**config.mk**
```make
export PLATFORM = sky130hd
export DESIGN_NAME = id_ex_elastic_reg_flat
export DESIGN_NICKNAME = d
export VERILOG_FILES = /design/src/rtl/id_ex_elastic_reg_if.sv /design/src/rtl/id_ex_elastic_reg.sv /design/src/flat_wrapper.sv
export SDC_FILE = /design/constraint.sdc
export NUM_CORES = 1
export LEC_CHECK = 0
export BUFFER_PORTS_ARGS = -buffer_cell sky130_fd_sc_hd__buf_2
export CAP_MARGIN = 40
export CORE_MARGIN = 2
export CORE_UTILIZATION = 40
export DETAILED_ROUTE_END_ITERATION = 8
export PLACE_DENSITY = 0.64
export SYNTH_ARGS = -nofsm -noshare
export SYNTH_HDL_FRONTEND = slang
export SYNTH_SLANG_ARGS = --single-unit
export TNS_END_PERCENT = 5
```
**constraint.sdc**
```tcl
create_clock -name i_clk -period 4 [get_ports i_clk]
set_input_delay 0.4 -clock i_clk [delete_from_list [all_inputs] [get_ports i_clk]]
set_output_delay 0.4 -clock i_clk [all_outputs]
set_load 0.1 [all_outputs]
```
**src/rtl/id_ex_elastic_reg_if.sv**
```systemverilog
// Handshake bundle between the decode side (master) and the ID/EX elastic
// stage (slave). Signal names keep the stage-relative i_/o_ direction prefixes.
interface id_ex_elastic_reg_if #(
    parameter int NBITS = 32
);
    logic             i_flush;
    logic             i_valid;
    logic             o_ready;
    logic [NBITS-1:0] i_data;
    logic             o_valid;
    logic             i_ready;
    logic [NBITS-1:0] o_data;
    logic [1:0]       o_count;

    modport master (
        output i_flush, i_valid, i_data, i_ready,
        input  o_ready, o_valid, o_data, o_count
    );

    modport slave (
        input  i_flush, i_valid, i_data, i_ready,
        output o_ready, o_valid, o_data, o_count
    );
endinterface

```
**src/rtl/id_ex_elastic_reg.sv**
```systemverilog
// ID->EX elastic pipeline register: a main register feeding EX plus a skid
// register that absorbs the one payload in flight when EX stalls. All
// handshake outputs decode from the state register only, so there is no
// combinational path from i_ready to o_ready or from i_valid to o_valid.
module id_ex_elastic_reg #(
    parameter int NBITS = 32
) (
    input  logic                 i_clk,
    input  logic                 i_rst,
    id_ex_elastic_reg_if.slave   ifc
);

    typedef enum logic [1:0] {
        ST_EMPTY = 2'd0,
        ST_ONE   = 2'd1,
        ST_FULL  = 2'd2
    } state_t;

    state_t           state_q, state_d;
    logic [NBITS-1:0] main_q,  main_d;
    logic [NBITS-1:0] skid_q,  skid_d;

    // Next-state and storage update; flush empties the stage and ignores the
    // input offered in the same cycle.
    always_comb begin
        state_d = state_q;
        main_d  = main_q;
        skid_d  = skid_q;
        if (ifc.i_flush) begin
            state_d = ST_EMPTY;
            main_d  = '0;
            skid_d  = '0;
        end else begin
            case (state_q)
                ST_EMPTY: begin
                    if (ifc.i_valid) begin
                        main_d  = ifc.i_data;
                        state_d = ST_ONE;
                    end else begin
                        state_d = ST_EMPTY;
                    end
                end
                ST_ONE: begin
                    if (ifc.i_valid && ifc.i_ready) begin
                        main_d  = ifc.i_data;
                        state_d = ST_ONE;
                    end else if (ifc.i_valid) begin
                        skid_d  = ifc.i_data;
                        state_d = ST_FULL;
                    end else if (ifc.i_ready) begin
                        state_d = ST_EMPTY;
                    end else begin
                        state_d = ST_ONE;
                    end
                end
                ST_FULL: begin
                    // Input is not accepted here (o_ready is low).
                    if (ifc.i_ready) begin
                        main_d  = skid_q;
                        state_d = ST_ONE;
                    end else begin
                        state_d = ST_FULL;
                    end
                end
                default: begin
                    state_d = ST_EMPTY;
                    main_d  = '0;
                    skid_d  = '0;
                end
            endcase
        end
    end

    // State and payload registers with synchronous reset.
    always_ff @(posedge i_clk) begin
        if (i_rst) begin
            state_q <= ST_EMPTY;
            main_q  <= '0;
            skid_q  <= '0;
        end else begin
            state_q <= state_d;
            main_q  <= main_d;
            skid_q  <= skid_d;
        end
    end

    // Handshake and occupancy outputs decoded purely from the state register.
    always_comb begin
        ifc.o_valid = 1'b0;
        ifc.o_ready = 1'b1;
        ifc.o_count = 2'd0;
        case (state_q)
            ST_EMPTY: begin
                ifc.o_valid = 1'b0;
                ifc.o_ready = 1'b1;
                ifc.o_count = 2'd0;
            end
            ST_ONE: begin
                ifc.o_valid = 1'b1;
                ifc.o_ready = 1'b1;
                ifc.o_count = 2'd1;
            end
            ST_FULL: begin
                ifc.o_valid = 1'b1;
                ifc.o_ready = 1'b0;
                ifc.o_count = 2'd2;
            end
            default: begin
                ifc.o_valid = 1'b0;
                ifc.o_ready = 1'b1;
                ifc.o_count = 2'd0;
            end
        endcase
    end

    assign ifc.o_data = main_q;

endmodule

```
**src/flat_wrapper.sv**
```systemverilog
// flat-port wrapper written by rule: the top's interface ports become plain ports
module id_ex_elastic_reg_flat 
#(
    parameter int NBITS = 32
)
  (i_clk, i_rst, ifc_i_flush, ifc_i_valid, ifc_i_data, ifc_i_ready, ifc_o_ready, ifc_o_valid, ifc_o_data, ifc_o_count);
  id_ex_elastic_reg_if #(.NBITS(NBITS)) ifc_i ();
  input  logic i_clk;
  input  logic i_rst;
  input wire logic [$bits(ifc_i.i_flush)-1:0] ifc_i_flush;
  input wire logic [$bits(ifc_i.i_valid)-1:0] ifc_i_valid;
  input wire logic [$bits(ifc_i.i_data)-1:0] ifc_i_data;
  input wire logic [$bits(ifc_i.i_ready)-1:0] ifc_i_ready;
  output wire logic [$bits(ifc_i.o_ready)-1:0] ifc_o_ready;
  output wire logic [$bits(ifc_i.o_valid)-1:0] ifc_o_valid;
  output wire logic [$bits(ifc_i.o_data)-1:0] ifc_o_data;
  output wire logic [$bits(ifc_i.o_count)-1:0] ifc_o_count;
  assign ifc_i.i_flush = ifc_i_flush;
  assign ifc_i.i_valid = ifc_i_valid;
  assign ifc_i.i_data = ifc_i_data;
  assign ifc_i.i_ready = ifc_i_ready;
  assign ifc_o_ready = ifc_i.o_ready;
  assign ifc_o_valid = ifc_i.o_valid;
  assign ifc_o_data = ifc_i.o_data;
  assign ifc_o_count = ifc_i.o_count;
  id_ex_elastic_reg #(.NBITS(NBITS)) u_core (.i_clk(i_clk), .i_rst(i_rst), .ifc(ifc_i));
endmodule
```
==> results of run 1 <==
[flip-flops by register name, summed over array words and instances, names as in the netlist]
register           flops
u_core.skid_q         32
u_core.ifc.o_data     32
u_core.state_q         2
[tightest hold or removal path: cells and delay by family]
family | cells | cell delay, ns
compound gates | 1 | 0.06
buf+inv | 1 | 0.11
simple gates | 1 | 0.06
[final timing paths]
check | startpoint | endpoint | slack, ns | cells after the start
max | ifc_i_valid | u_core.ifc.o_data[28] | 1.51 | 6
min | ifc_i_data[0] | u_core.skid_q[0] | 0.32 | 3
max reg2reg | u_core.state_q[1] | u_core.ifc.o_data[28] | 1.59 | 6
min reg2reg | u_core.skid_q[7] | u_core.skid_q[7] | 0.48 | 2
[layer usage]
metal / track usage (%) / wire (um) / up-vias
met2: 32.7 / 4320 / 128
met3: 5.96 / 677 / 7
met4: 5.64 / 59 / 0
li1: - / - / 1418
met1: 29.2 / 3970 / 1464
met5: 0 / 0 / -
[per-stage QoR]
step	hold slack [ns]	util, %	area, um2
after detailed placement	0.470	46.9	3610
after floorplan	0.455	-	3170
after global routing	0.315	50.0	3840
final	0.324	50.0	3840
after CTS	0.313	50.0	3840
after global placement	0.462	46.1	3540
[power groups by stage]
| stage | registers [uW] | clock network [uW] | logic (uW) |
|---|---|---|---|
| 3_5_place_dp | 693 | 0 | 257 |
| 6_report | 678 | 659 | 258 |
| 4_1_cts | 678 | 671 | 257 |
| 3_3_place_gp | 693 | 0 | 250 |
| 5_1_grt | 680 | 700 | 271 |
| 2_1_floorplan | 783 | 0 | 100 |
[cell usage in the layout, fill, tap and decap left out, types with 2 or more instances in the layout]
cell type  netlist  final
nand4_1         32     32
clkbuf_8         0     12
nor3_1           2      2
dfxtp_1         66     66
o31ai_1          2      2
ha_1             8      7
or2_1            2      2
buf_2            1     72
a21oi_1         33     33
o31ai_2         30     30
bufinv_16        0      2
o311ai_1        31     31
a22oi_1         32     32
inv_1            4      4
o21ai_1         32     32
buf_4            0      9
nor2b_2          0      4
[cell usage after synthesis]
| library cell | instances |
|---|---|
| a211o_1 | 1 |
| a211oi_1 | 1 |
| a21oi_1 | 33 |
| a222oi_1 | 1 |
| a22oi_1 | 32 |
| buf_1 | 1 |
| buf_2 | 1 |
| buf_6 | 4 |
| clkbuf_1 | 42 |
| dfxtp_1 | 66 |
| ha_1 | 8 |
| inv_1 | 4 |
| nand4_1 | 32 |
| nor2_1 | 1 |
| nor2b_1 | 4 |
| nor3_1 | 2 |
| o21ai_1 | 32 |
| o311ai_0 | 1 |
| o311ai_1 | 31 |
| o31ai_1 | 2 |
| o31ai_2 | 30 |
| or2_1 | 2 |
| or4_4 | 1 |
[cells by family (layout without fill, tap and decap cells)]
| group | after synthesis | in the layout | synth area share (%) |
|---|---|---|---|
| buf+inv | 52 | 104 | 7.14 |
| fa+ha+maj | 8 | 8 | 3.15 |
| compound gates | 164 | 164 | 39.8 |
| flops | 66 | 66 | 41.6 |
| simple gates | 42 | 42 | 8.28 |
[final cells by class]
| type | count | area share (%) |
|---|---|---|
| tap | 102 | 3.32 |
| timing repair buffer | 84 | 12.8 |
| clock inverter | 4 | 1.89 |
| sequential | 66 | 34.4 |
| multi-input combinational | 214 | 43.0 |
| clock buffer | 12 | 4.30 |
| inverter | 4 | 0.390 |
==> results_dict.tcl, run 1 <==
set metrics [dict create \
    status "completed" \
    n_antenna_cell 0 \
    startpoint_type "primary input" \
    clockRootBuffer "clkbuf_8" \
    viasPerCell 6.21 \
    hold_violations 0 \
    drive_above_1_share_pct 35.9 \
    seq_area_mm2 0.00132 \
    crit_fanout 37 \
    cts.sinks 66 \
    power.total_uw 1600 \
    period_share_pct 62.4 \
    grt_first_pass_wirelength_mm 14.4 \
    relSlewSlack_pct 44.7 \
    dieHeight_um 93.1 \
    yosysSeqAreaShare_pct 41.6 \
    clock_skew_ns 0.00538 \
    cp.buffers_inverters 2 \
    crit_arrival_ns 2.74 \
    multi_input_area_mm2 0.00165 \
    hp-class "in -> reg" \
    finalSetupViolations 0 \
    vias 3017 \
    crit_type "in -> reg" \
    final_antenna_net_count 0 \
    nets 424 \
    synth_area_mm2 0.00317 \
    gp_congestion 0.782 \
    dp.cells 470 \
    final_cells 486 \
    max_freq_mhz 401 \
    dieArea_mm2 0.00866 \
    crit_slowest_cell "or4_4" \
    cts-htree-levels 3 \
    tritoncts "built" \
    grt_max_degree 38 \
    p_clk_share_pct 41.3 \
    syn_inst 332 \
    clk_pin_slew_ns 0.07 \
    synth_area_leaders "dfxtp_1 42%, o31ai_2 12%, o311ai_1 8.6%" \
    combPwrFrac_pct 16.2 \
    max_stage_delay_ns 0.79 \
    clockBufferDepth 2 \
    hold_buffers 0 \
    syn2layout_area_growth_pct 21.2 \
    seqPwrFrac_pct 42.5 \
    cts_setup_buffers 0 \
    powerDensity_mw_per_mm2 415 \
    synth_warnings 0 \
    synth_top_area_share_pct 41.6 \
    cts_resized 0 \
    firstDrtPassIters 5 \
    cellInternalPower_uw 1130 \
    max-cap-violations 0 \
    dp_hpwl_mm 5.61 \
    dp_slack_ns 1.16 \
    slew_violations 0 \
    post-route-min-period_ns 2.49 \
    die_w_um 93.1 \
    cp_data_required_time_ns 4.25 \
    track_usage_pct 21.2 \
    yosysUniqueCellTypes 23 \
    numPortBuffers 72 \
    routed_wl_mm 9.03 \
    sw_frac_of_total_pct 29.3 \
    routedWlPerCell_um 18.6 \
    yosys_register_bits 66 \
    drt_iter0_drc 220 \
    rsz0062_at_grt "no" \
    antenna_found_initial 0 \
    worstSkewPairLatency_ns 0.34 \
    tns_ns 0 \
    synth_area_leader_cell "dfxtp_1" \
    leakage_uw 0.00154 \
    cp_cell_sequence "buf_2 -> ha_1 -> nor2b_2 -> buf_4 -> or4_4 -> o31ai_2" \
    fp-row-count 32 \
    tightest_slew_ns 0.827 \
    fillers 760 \
    cpLargestDelayFamily "simple AND/OR/NAND/NOR gates" \
    postSynthAreaPerCell_um2 9.56 \
    drc 0 \
    grt_pass1_vias 2658 \
    ir_drop_v 0.000293 \
    numCtsBuffers 9 \
    pin_count 73 \
    endpoint_kind "flop" \
    fin_ws_ns 1.51 \
    overflow 0 \
    synth_nets 377 \
    power.switching_uw 468 \
    core_mm2 0.00769 \
    initial_utilization_pct 41.3 \
]
(Power assumes the default switching activity.)
==> run 2: changes to the inputs <==
==> constraint.sdc (replaced) <==
create_clock -name i_clk -period 2.39 [get_ports i_clk]
set_input_delay 0.239 -clock i_clk [delete_from_list [all_inputs] [get_ports i_clk]]
set_output_delay 0.239 -clock i_clk [all_outputs]
set_load 0.1 [all_outputs]
==> results_dict.tcl, run 2 (synthesis gave the netlist of run 1 again) <==
set metrics [dict create \
    fp-row-count 32 \
    crit_type "reg -> reg" \
    leakage_uw 0.00153 \
    powerDensity_mw_per_mm2 657 \
    tns_ns 0 \
    cp.buffers_inverters 1 \
    numPortBuffers 72 \
    routed_wl_mm 9.27 \
    cp_cell_sequence "inv_1 -> ha_1 -> nor2b_2 -> or4_4 -> o31ai_2" \
    hold_buffers 0 \
    rr_endpoint "u_core.ifc.o_data[7]" \
    dieHeight_um 93.1 \
    cp_data_required_time_ns 2.65 \
    firstDrtPassIters 5 \
    clockBufferDepth 2 \
    cts_setup_buffers 0 \
    rrSetupSlack_ns 0.25 \
    grt_max_degree 35 \
    viasPerCell 6.10 \
    overflow 0 \
    syn2layout_area_growth_pct 20.1 \
    critPathLaunch "u_core.state_q[0]" \
    endpoint_kind "flop" \
    finalSetupViolations 0 \
    clk_pin_slew_ns 0.07 \
    antenna_found_initial 0 \
    rsz0062_at_grt "no" \
    cp.depth 5 \
    max-cap-violations 0 \
    crit_fanout 32 \
    pin_count 73 \
    crit_arrival_ns 2.40 \
    dp_hpwl_mm 5.66 \
    startpoint_type "flop" \
    power.total_uw 2500 \
    clock_skew_ns 0.00576 \
    core_mm2 0.00769 \
    routedWlPerCell_um 18.9 \
    cts_resized 0 \
    hold_violations 0 \
    cpLargestDelayFamily "simple AND/OR/NAND/NOR gates" \
    worstSkewPairLatency_ns 0.34 \
    cts.sinks 66 \
    initial_utilization_pct 41.3 \
    nets 429 \
    final_util_pct 49.6 \
    max_stage_delay_ns 0.79 \
    endpoint "u_core.ifc.o_data[7]" \
    grt_first_pass_wirelength_mm 14.9 \
    gp_congestion 0.837 \
    ir_drop_v 0.000316 \
    final_common_cell "buf_2" \
    post-route-min-period_ns 2.14 \
    hp-class "in -> reg" \
    ff2ff_path_depth 5 \
    worstReg2RegStart "u_core.state_q[0]" \
    n_antenna_cell 0 \
    status "completed" \
    multi_input_area_mm2 0.00165 \
    tritoncts "built" \
    seq_area_mm2 0.00132 \
    crit_slowest_cell "or4_4" \
    period_share_pct 89.6 \
    grt_pass1_vias 2905 \
    slew_violations 0 \
    drc 0 \
    max_freq_mhz 467 \
    final_antenna_net_count 0 \
    track_usage_pct 22.0 \
    numCtsBuffers 9 \
    drive_above_1_share_pct 36.4 \
    hold_path_depth 3 \
    fillers 723 \
    drt_iter0_drc 168 \
    layout_common_cells "71 x buf_2, 66 x dfxtp_1, 33 x a21oi_1" \
    relSlewSlack_pct 52.4 \
    cts-htree-levels 3 \
    design_area_mm2 0.00381 \
    place_area_mm2 0.00362 \
    tightest_slew_ns 0.715 \
    dieArea_mm2 0.00866 \
    clockRootBuffer "clkbuf_8" \
    vias 2983 \
    die_w_um 93.1 \
]
## run 2: where the power goes
part	total, uW	internal [uW]	switching, uW
sequential	1140	1120	14.0
combinational	433	92.9	340
clock	935	524	412
## run 2: routing by layer
metal	wire length [um]	vias up	global-route usage (%)
met3	632	20	5.56
met1	3980	1426	27.9
met5	0	-	0
met2	4470	111	35.4
met4	179	0	9.31
li1	-	1426	-
## run 2: stage by stage
step                hold WS, ns  setup slack [ns]  cells
floorplan                 0.393            0.0208    332
global placement          0.462             0.318    475
detailed placement        0.471             0.249    475
CTS                       0.148             0.241    489
global route              0.168             0.122    489
finish                    0.165             0.247    489
## run 2: worst register-to-register path, delay by kind of cell (launching register included)
| family | cells | cell delay, ns |
|---|---|---|
| adder cells (fa/ha/maj) | 1 | 0.28 |
| flip-flops | 1 | 0.39 |
| AND/OR/NAND/NOR | 2 | 0.98 |
| buffers and inverters | 1 | 0.10 |
| AO/OA/AOI/OAI | 1 | 0.30 |
## run 2: how the worst min path moves through the flow
stage                 startpoint                end  slack (ns)
2_1_floorplan      ifc_i_data[0]   u_core.skid_q[0]        0.39
3_3_place_gp   u_core.skid_q[15]  u_core.skid_q[15]        0.46
3_5_place_dp    u_core.skid_q[4]   u_core.skid_q[4]        0.47
4_1_cts            ifc_i_data[6]   u_core.skid_q[6]        0.15
5_1_grt            ifc_i_data[2]   u_core.skid_q[2]        0.17
6_report           ifc_i_data[6]   u_core.skid_q[6]        0.16
## run 2: layout make-up
class	instances	share of cell area, %
Tap cell	102	3.35
Clock inverter	3	1.05
Multi-Input combinational cell	214	43.4
Timing Repair Buffer	89	13.2
Clock buffer	11	3.97
Sequential cell	66	34.7
Inverter	4	0.394
